`config.mk`:
```
export PLATFORM = sky130hd
export DESIGN_NAME = lsu_mem_ctrl
export DESIGN_NICKNAME = d
export VERILOG_FILES = /design/src/rtl/lsu_pkg.sv /design/src/rtl/lsu_lane_unit.sv /design/src/rtl/lsu_mem_ctrl.sv
export SDC_FILE = /design/constraint.sdc
export NUM_CORES = 1
export LEC_CHECK = 0
export ABC_AREA = 1
export CORE_AREA = 2 2 131 133
export DETAILED_ROUTE_END_ITERATION = 10
export DIE_AREA = 0 0 133 135
export PLACE_DENSITY_LB_ADDON = 0.12
export SETUP_SLACK_MARGIN = 0.4
export SKIP_CTS_REPAIR_TIMING = 1
export SYNTH_ARGS = -nofsm -noshare
export SYNTH_HDL_FRONTEND = slang
export SYNTH_SLANG_ARGS = --single-unit
```
`constraint.sdc`:
```
create_clock -name clk -period 3.4 [get_ports clk]
set_clock_uncertainty 0.05 [all_clocks]
set_input_delay 1.02 -clock clk [delete_from_list [all_inputs] [get_ports clk]]
set_output_delay 1.02 -clock clk [all_outputs]
set_load 0.01 [all_outputs]
```
`src/rtl/lsu_pkg.sv`:
```
// Shared definitions for the load/store unit: funct3 encodings, FSM states, legality check.
package lsu_pkg;

    localparam logic [2:0] F3_B  = 3'b000;
    localparam logic [2:0] F3_H  = 3'b001;
    localparam logic [2:0] F3_W  = 3'b010;
    localparam logic [2:0] F3_BU = 3'b100;
    localparam logic [2:0] F3_HU = 3'b101;

    typedef enum logic [1:0] {
        IDLE = 2'd0,
        RD   = 2'd1,
        WR   = 2'd2,
        RESP = 2'd3
    } state_t;

    function automatic logic f3_legal(input logic store, input logic [2:0] f3);
        if (store)
            return (f3 == F3_B) || (f3 == F3_H) || (f3 == F3_W);
        return (f3 == F3_B) || (f3 == F3_H) || (f3 == F3_W) || (f3 == F3_BU) || (f3 == F3_HU);
    endfunction

endpackage

```
`src/rtl/lsu_lane_unit.sv`:
```
// Byte-lane steering: extracts/extends load data and merges SB/SH data into a word.
module lsu_lane_unit
    import lsu_pkg::*;
(
    input  logic [2:0]  funct3,
    input  logic [1:0]  lane,
    input  logic [31:0] old_word,
    input  logic [31:0] store_data,
    output logic [31:0] merged,
    output logic [31:0] load_val
);

    logic [7:0]  b;
    logic [15:0] h;

    always_comb begin
        b        = old_word[{lane, 3'b000} +: 8];
        h        = lane[1] ? old_word[31:16] : old_word[15:0];
        merged   = old_word;
        load_val = old_word;
        case (funct3)
            F3_B: begin
                load_val = {{24{b[7]}}, b};
                merged[{lane, 3'b000} +: 8] = store_data[7:0];
            end
            F3_BU: load_val = {24'h0, b};
            F3_H: begin
                load_val = {{16{h[15]}}, h};
                if (lane[1]) merged[31:16] = store_data[15:0];
                else         merged[15:0]  = store_data[15:0];
            end
            F3_HU: load_val = {16'h0, h};
            default: merged = store_data;
        endcase
    end

endmodule

```
`src/rtl/lsu_mem_ctrl.sv`:
```
// Single-outstanding load/store initiator for a word-wide, byte-addressed data memory.
module lsu_mem_ctrl
    import lsu_pkg::*;
#(
    parameter int MEM_BYTES = 1024,
    parameter int ADDR_W    = 32
) (
    input  logic              clk,
    input  logic              rst_n,
    input  logic              req_valid,
    output logic              req_ready,
    input  logic              req_store,
    input  logic [2:0]        req_funct3,
    input  logic [ADDR_W-1:0] req_addr,
    input  logic [31:0]       req_wdata,
    output logic              rsp_done,
    output logic              rsp_err,
    output logic [31:0]       rsp_rdata,
    output logic              mem_ce,
    output logic              mem_we,
    output logic [ADDR_W-1:0] mem_addr,
    output logic [31:0]       mem_wdata,
    input  logic [31:0]       mem_rdata
);

    state_t            state;
    logic              st_store;
    logic [2:0]        st_f3;
    logic [ADDR_W-1:0] st_addr;
    logic [31:0]       st_wdata;
    logic [31:0]       wword;
    logic [31:0]       merged;
    logic [31:0]       load_val;
    logic              misalign;
    logic              out_of_range;
    logic              req_err;

    // funct3[1:0] encodes access size for every legal code; illegal codes are caught separately
    assign misalign     = ((req_funct3[1:0] == 2'b01) && req_addr[0]) ||
                          ((req_funct3[1:0] == 2'b10) && (req_addr[1:0] != 2'b00));
    assign out_of_range = {req_addr[ADDR_W-1:2], 2'b00} > ADDR_W'(MEM_BYTES - 4);
    assign req_err      = misalign || out_of_range || !f3_legal(req_store, req_funct3);

    lsu_lane_unit u_lane (
        .funct3     (st_f3),
        .lane       (st_addr[1:0]),
        .old_word   (mem_rdata),
        .store_data (st_wdata),
        .merged     (merged),
        .load_val   (load_val)
    );

    always_ff @(posedge clk or negedge rst_n) begin
        if (!rst_n) begin
            state     <= IDLE;
            st_store  <= 1'b0;
            st_f3     <= 3'b000;
            st_addr   <= '0;
            st_wdata  <= '0;
            wword     <= '0;
            rsp_done  <= 1'b0;
            rsp_err   <= 1'b0;
            rsp_rdata <= '0;
        end else begin
            rsp_done  <= 1'b0;
            rsp_err   <= 1'b0;
            rsp_rdata <= '0;
            case (state)
                IDLE: if (req_valid) begin
                    st_store <= req_store;
                    st_f3    <= req_funct3;
                    st_addr  <= req_addr;
                    st_wdata <= req_wdata;
                    wword    <= req_wdata;
                    if (req_err) begin
                        state    <= RESP;
                        rsp_done <= 1'b1;
                        rsp_err  <= 1'b1;
                    end else if (req_store && (req_funct3 == F3_W)) begin
                        state <= WR;
                    end else begin
                        state <= RD;
                    end
                end
                RD: if (st_store) begin
                    wword <= merged;
                    state <= WR;
                end else begin
                    rsp_rdata <= load_val;
                    rsp_done  <= 1'b1;
                    state     <= RESP;
                end
                WR: begin
                    rsp_done <= 1'b1;
                    state    <= RESP;
                end
                RESP: state <= IDLE;
            endcase
        end
    end

    // Bus is decoded from state so an async reset drops ce/we immediately
    assign req_ready = (state == IDLE);
    assign mem_ce    = (state == RD) || (state == WR);
    assign mem_we    = (state == WR);
    assign mem_addr  = mem_ce ? {st_addr[ADDR_W-1:2], 2'b00} : '0;
    assign mem_wdata = mem_we ? wword : '0;

endmodule

```
[Yosys cells after proc, flatten, opt, wreduce, memory -nomap -nowiden]
Index checks and enable logic that the tools add are counted.
Storage, ports and cells
  register bits: 136
  output and inout bits: 101
  logic and storage cells: 74
Cells by class
  add/sub/neg operators: 1
  $lt $le $gt $ge: 1
  equality and inequality tests: 14
  shifts and indexed selects: 3
  muxes and demuxes: 26
  reduce and logical (&&, ||, !) cells: 20
Operators by type and width (count)
  two-way mux 32 bit: 6
  one-hot mux 32 bit (4 select lines): 1
  one-hot mux 32 bit (3 select lines): 1
  one-hot mux 32 bit (2 select lines): 1
  two-way mux 16 bit: 3
  bitwise mux 32 bit: 1
  greater-than comparator 32 x 10 -> 1 bit, second input constant: 1
  variable shift 8 x 7 -> 32 bit, first input constant: 1
  indexed part select 32 x 6 -> 8 bit: 1
  indexed part select 8 x 7 -> 32 bit: 1
  equality test 3 bit, second input constant: 4
  logical OR 1 bit: 8
  two-way mux 1 bit: 8
  one-hot mux 2 bit (4 select lines): 1
  negation 5 -> 7 bit: 1
  equality test 2 bit, second input constant: 3
  equality test 3 x 1 -> 1 bit, second input constant: 2
  logical NOT 3 bit: 2
  two-way mux 2 bit: 3
  equality test 2 x 1 -> 1 bit, second input constant: 2
  inequality test 2 bit, second input constant: 2
  nonzero test 2 bit: 2
  equality test 3 x 2 -> 1 bit, second input constant: 1
  logical AND 1 bit: 3
  6 further kinds: 6

[Longest topological paths before layout]
  word-level depth: 11
  gate-level depth with buffers: 12
  depth with buffers taken out: 10

[Cells and area by module]
Synthesis repeated with hierarchy kept, for this count alone.
Unflattened totals
  cells, all modules: 1260
  area, all modules: 8520.7 sq um
By module, submodules not included
  lsu_mem_ctrl: times used 1, cells an instance 700, area each 6117.1 sq um, seq. area each 3403.3 sq um
  lsu_lane_unit: times used 1, cells an instance 560, area each 2403.6 sq um, seq. area each 0.0 sq um

[Least setup slack after synthesis]
No wires, ideal clock.
  path type: flip-flop to output port
  from: register state[0]
  to: output port mem_wdata[10]
  data arrival time: 1333 ps
  setup slack: 997 ps
  cell stages (with the launch flop): 7
  cell sequence: dfrtp_1 > inv_1 > ha_1 > clkbuf_1 > clkbuf_1 > nand2_1 > inv_1
On the way
  word-level cells in the longest chain between the ends: 2
RTL lines
  start, declared: RTL line lsu_mem_ctrl.sv:26  | state_t state;
  start signal, assigned: RTL line lsu_mem_ctrl.sv:55  | state <= IDLE;
  start signal, assigned: RTL line lsu_mem_ctrl.sv:76  | state <= RESP;
  start signal, assigned: RTL line lsu_mem_ctrl.sv:80  | state <= WR;
  equality test 2 bit: RTL line lsu_mem_ctrl.sv:105  | assign mem_we = (state == WR);
  named net mem_we: RTL line lsu_mem_ctrl.sv:20  | output logic mem_we,
  two-way mux 32 bit: RTL line lsu_mem_ctrl.sv:107  | assign mem_wdata = mem_we ? wword : '0;
  end, declared: RTL line lsu_mem_ctrl.sv:22  | output logic [31:0] mem_wdata,
The timed path passes the listed nets, and every way through them passes these cells.

[Worst setup path after layout]
  from: register state[0]
  to: output port mem_addr[24]
On the way
  word-level cells in the longest chain between the ends: 3
  elaborated cells between the ends (all ways): 4
RTL lines
  equality test 2 x 1 -> 1 bit / equality test 2 bit (equally long branches): RTL line lsu_mem_ctrl.sv:104  | assign mem_ce = (state == RD) || (state == WR);
  logical OR 1 bit (*): RTL line lsu_mem_ctrl.sv:104
  two-way mux 32 bit (*): RTL line lsu_mem_ctrl.sv:106  | assign mem_addr = mem_ce ? {st_addr[ADDR_W-1:2], 2'b00} : '0;
  end, declared: RTL line lsu_mem_ctrl.sv:21  | output logic [ADDR_W-1:0] mem_addr,
Mark *: on every way between the ends. The rest lies on a longest branch, timed or not.

==> impl_metrics.yaml <==
timing:
  slew_headroom: 0.496
  fin_crit_ns: 3.04
  fin_crit_sh: 0.894
  timing.final.ws_setup_ns: 0.359
  hold_viol: 0
  finalSetupViolCount: 0
  drv_slew: 0
  setup_tns_ns: 0
  worst_pin_slew_ns: 0.756
  rsz0062_at_grt: "yes"
  fin_hold_ws_ns: 0.430
  max_freq_ghz: 0.329
routing:
  drt_first_pass_iters: 6
  finalWirelength_mm: 25.0
  wl_per_cell_microns: 16.1
  viasPerCell: 5.11
  drt_iter0_drc: 657
  drc: 0
  final_antenna_net_count: 0
  num_vias: 7921
worst_hold_path:
  whs_endpoint: "wword[6]"
  hp-class: "reg2reg"
  holdPathStages: 2
  min-delay-start: "wword[6]"
setup_path:
  crit_required_ns: 2.33
  start_kind: "register"
  r2r_end: "wword[11]"
  cp_top_family: "buffers and inverters"
  r2r_slack_ns: 0.94
  slowest_stage: "clkdlybuf4s50_1"
  end_kind: "primary output"
  critPathBufInv: 4
  r2r_start: "st_addr[1]"
  ff2ff_path_depth: 9
  critPathMaxStageDelay_ns: 0.53
  cp_cell_sequence: "inv_2 -> ha_4 -> buf_12 -> nand2_1 -> inv_1 -> clkdlybuf4s50_1"
  arrival_ns: 1.97
  crit_type: "reg2out"
  crit_fanout: 23
global_routing:
  first_global_vias: 7464
  grt.overflow.total: 0
  grt_start_max_net_pins: 67
  grt_pass1_wl_mm: 38.5
  grtUsageTotal: 0.273
  grt_antenna_before_repair: 0
power:
  cellPowerDensity_nw_per_um2: 951
  vdd_drop_max_uv: 640
  p_int_mw: 6.06
  clock_power_share: 0.185
  p_switching_mw: 4.59
  pwr-share-seq: 0.261
  combPwrFrac: 0.554
  switching_share: 0.431
  leakagePower_nw: 6.57
clocking:
  htreeDepth: 4
  cts_max_path_buffers: 2
  cts_sinks: 136
  cts_tree: "yes"
  cts_root_buf: "clkbuf_16"
  worstSkewPairLatency_ns: 0.43
  cts_buffers: 17
  clkSlewWorstSetupHoldPaths_ns: 0.06
final_layout:
  multiInputGateArea_sq_um: 3850
  fillerInstances: 1351
  nNetsFinal: 1430
  diodes: 0
  drive_above_1_share: 0.102
  synthToLayoutAreaGrowth_pct: 37.7
  layout.area.seq_sq_um: 3400
logic_synthesis:
  syn_area_sq_um: 8130
  synth.avg_cell_area_sq_um: 7.19
  ys_ff_latch: 136
  yosys.area.top_type_share: 0.419
  yosys_warnings: 0
  yosysMostFrequentCell: "nand2_1"
  async_flop_share: 1.00
  synth_flop_cell: "dfrtp_1"
  synth_edf_count: 0
  synth.distinct_cells: 35
  netlist_top_cells_count: "307 x nand2_1, 163 x nor2_1, 151 x inv_1, 136 x dfrtp_1, 89 x a21oi_1"
  syn_inst: 1131
  synth.area.top_cells: "dfrtp_1 42%, nand2_1 14%, nor2_1 7.5%, inv_1 7.0%, mux2_2 5.5%"
  synth_top_cell_by_area: "dfrtp_1"
  synth-seq-area-share: 0.419
status:
  run_status: "complete, no violations"
floorplanning:
  start_util: 0.496
  io_pins: 204
  rows: 47
  dieArea_sq_um: 18000
  core_sq_um: 16400
  die_w_microns: 133
  die_h_microns: 135
placement:
  gp_congestion: 0.982
  dp_hpwl_mm: 17.5
  dp_slack_ns: 0.472
  port_buffers: 201
run:
  maxCapViolCount: 0
[cells in the final DEF, fill, tap and decap left out, types with 40 or more instances in the layout]
cell               n
nor2_1           163
dlymetal6s2s_1    64
nand3_1           47
inv_1            150
a21oi_1           89
clkdlybuf4s50_1  136
mux2_2            40
nand2_1          306
dfrtp_1          136
o21ai_0           57
[area by class of cell]
cell class,count,area share
Inverter,158,0.0534
Tap cell,220,0.0246
Timing Repair Buffer,226,0.218
Multi-Input combinational cell,778,0.344
Clock buffer,18,0.0383
Clock inverter,14,0.0177
Sequential cell,136,0.304
[kinds of logic (layout without fill, tap and decap cells)]
kind of cell	Yosys count	count (layout)	synth area share
and+or+nand+nor	542	542	0.271
buffers and inverters	218	416	0.113
AOI/OAI and AO/OA	184	184	0.126
DFF	136	136	0.419
muxes	40	40	0.0554
adders and majority gates	10	10	0.0154
other	1	2	0.000461
[worst max-delay path by stage]
| stage | start | depth (start not counted) | to | slack (ns) |
|---|---|---|---|---|
| global route | state[0] | 6 | mem_addr[24] | 0.24 |
| detailed placement | state[0] | 6 | mem_addr[11] | 0.47 |
| CTS | state[0] | 6 | mem_addr[11] | 0.001 |
| global placement | state[0] | 6 | mem_addr[11] | 0.55 |
| floorplan | state[0] | 6 | mem_wdata[10] | 1.0 |
| finish | state[0] | 6 | mem_addr[24] | 0.36 |
[registers in the layout (all words and copies together), names as in the netlist]
name       cells
st_addr       32
rsp_rdata     32
st_f3          3
st_wdata      32
rsp_err        1
rsp_done       1
wword         32
st_store       1
state          2
[worst reg2reg max path, delay by kind of cell (launching register included)]
family          cells  cell delay (ns)
fa+ha+maj           1             0.41
simple gates        4             0.49
compound gates      2             0.35
buf+inv             2             0.63
flops               1             0.40
[through the flow]
stage | area [sq um] | util | instances | power, mW
finish | 11200 | 0.682 | 1550 | 10.7
global route | 11200 | 0.682 | 1550 | 11.4
CTS | 10900 | 0.664 | 1541 | 10.5
detailed placement | 10300 | 0.626 | 1509 | 8.48
global placement | 10300 | 0.626 | 1509 | 8.38
floorplan | 8140 | - | 1132 | 6.35
[per-layer routing]
| metal | vias up | global-route usage | part of all wire |
|---|---|---|---|
| met2 | 363 | 0.422 | 0.45 |
| met5 | - | 0 | 0 |
| li1 | 3893 | - | - |
| met4 | 0 | 0.125 | 0.036 |
| met1 | 3604 | 0.371 | 0.44 |
| met3 | 61 | 0.0559 | 0.072 |
[power groups by stage]
stage / registers, mW / logic, mW / clock network (mW)
after global routing: 2.85 / 6.50 / 2.06
after global placement: 2.77 / 5.61 / 0
after CTS: 2.77 / 5.73 / 1.99
after floorplan: 2.70 / 3.65 / 0
after detailed placement: 2.79 / 5.69 / 0
final: 2.78 / 5.90 / 1.97
(Power assumes the default switching activity.)
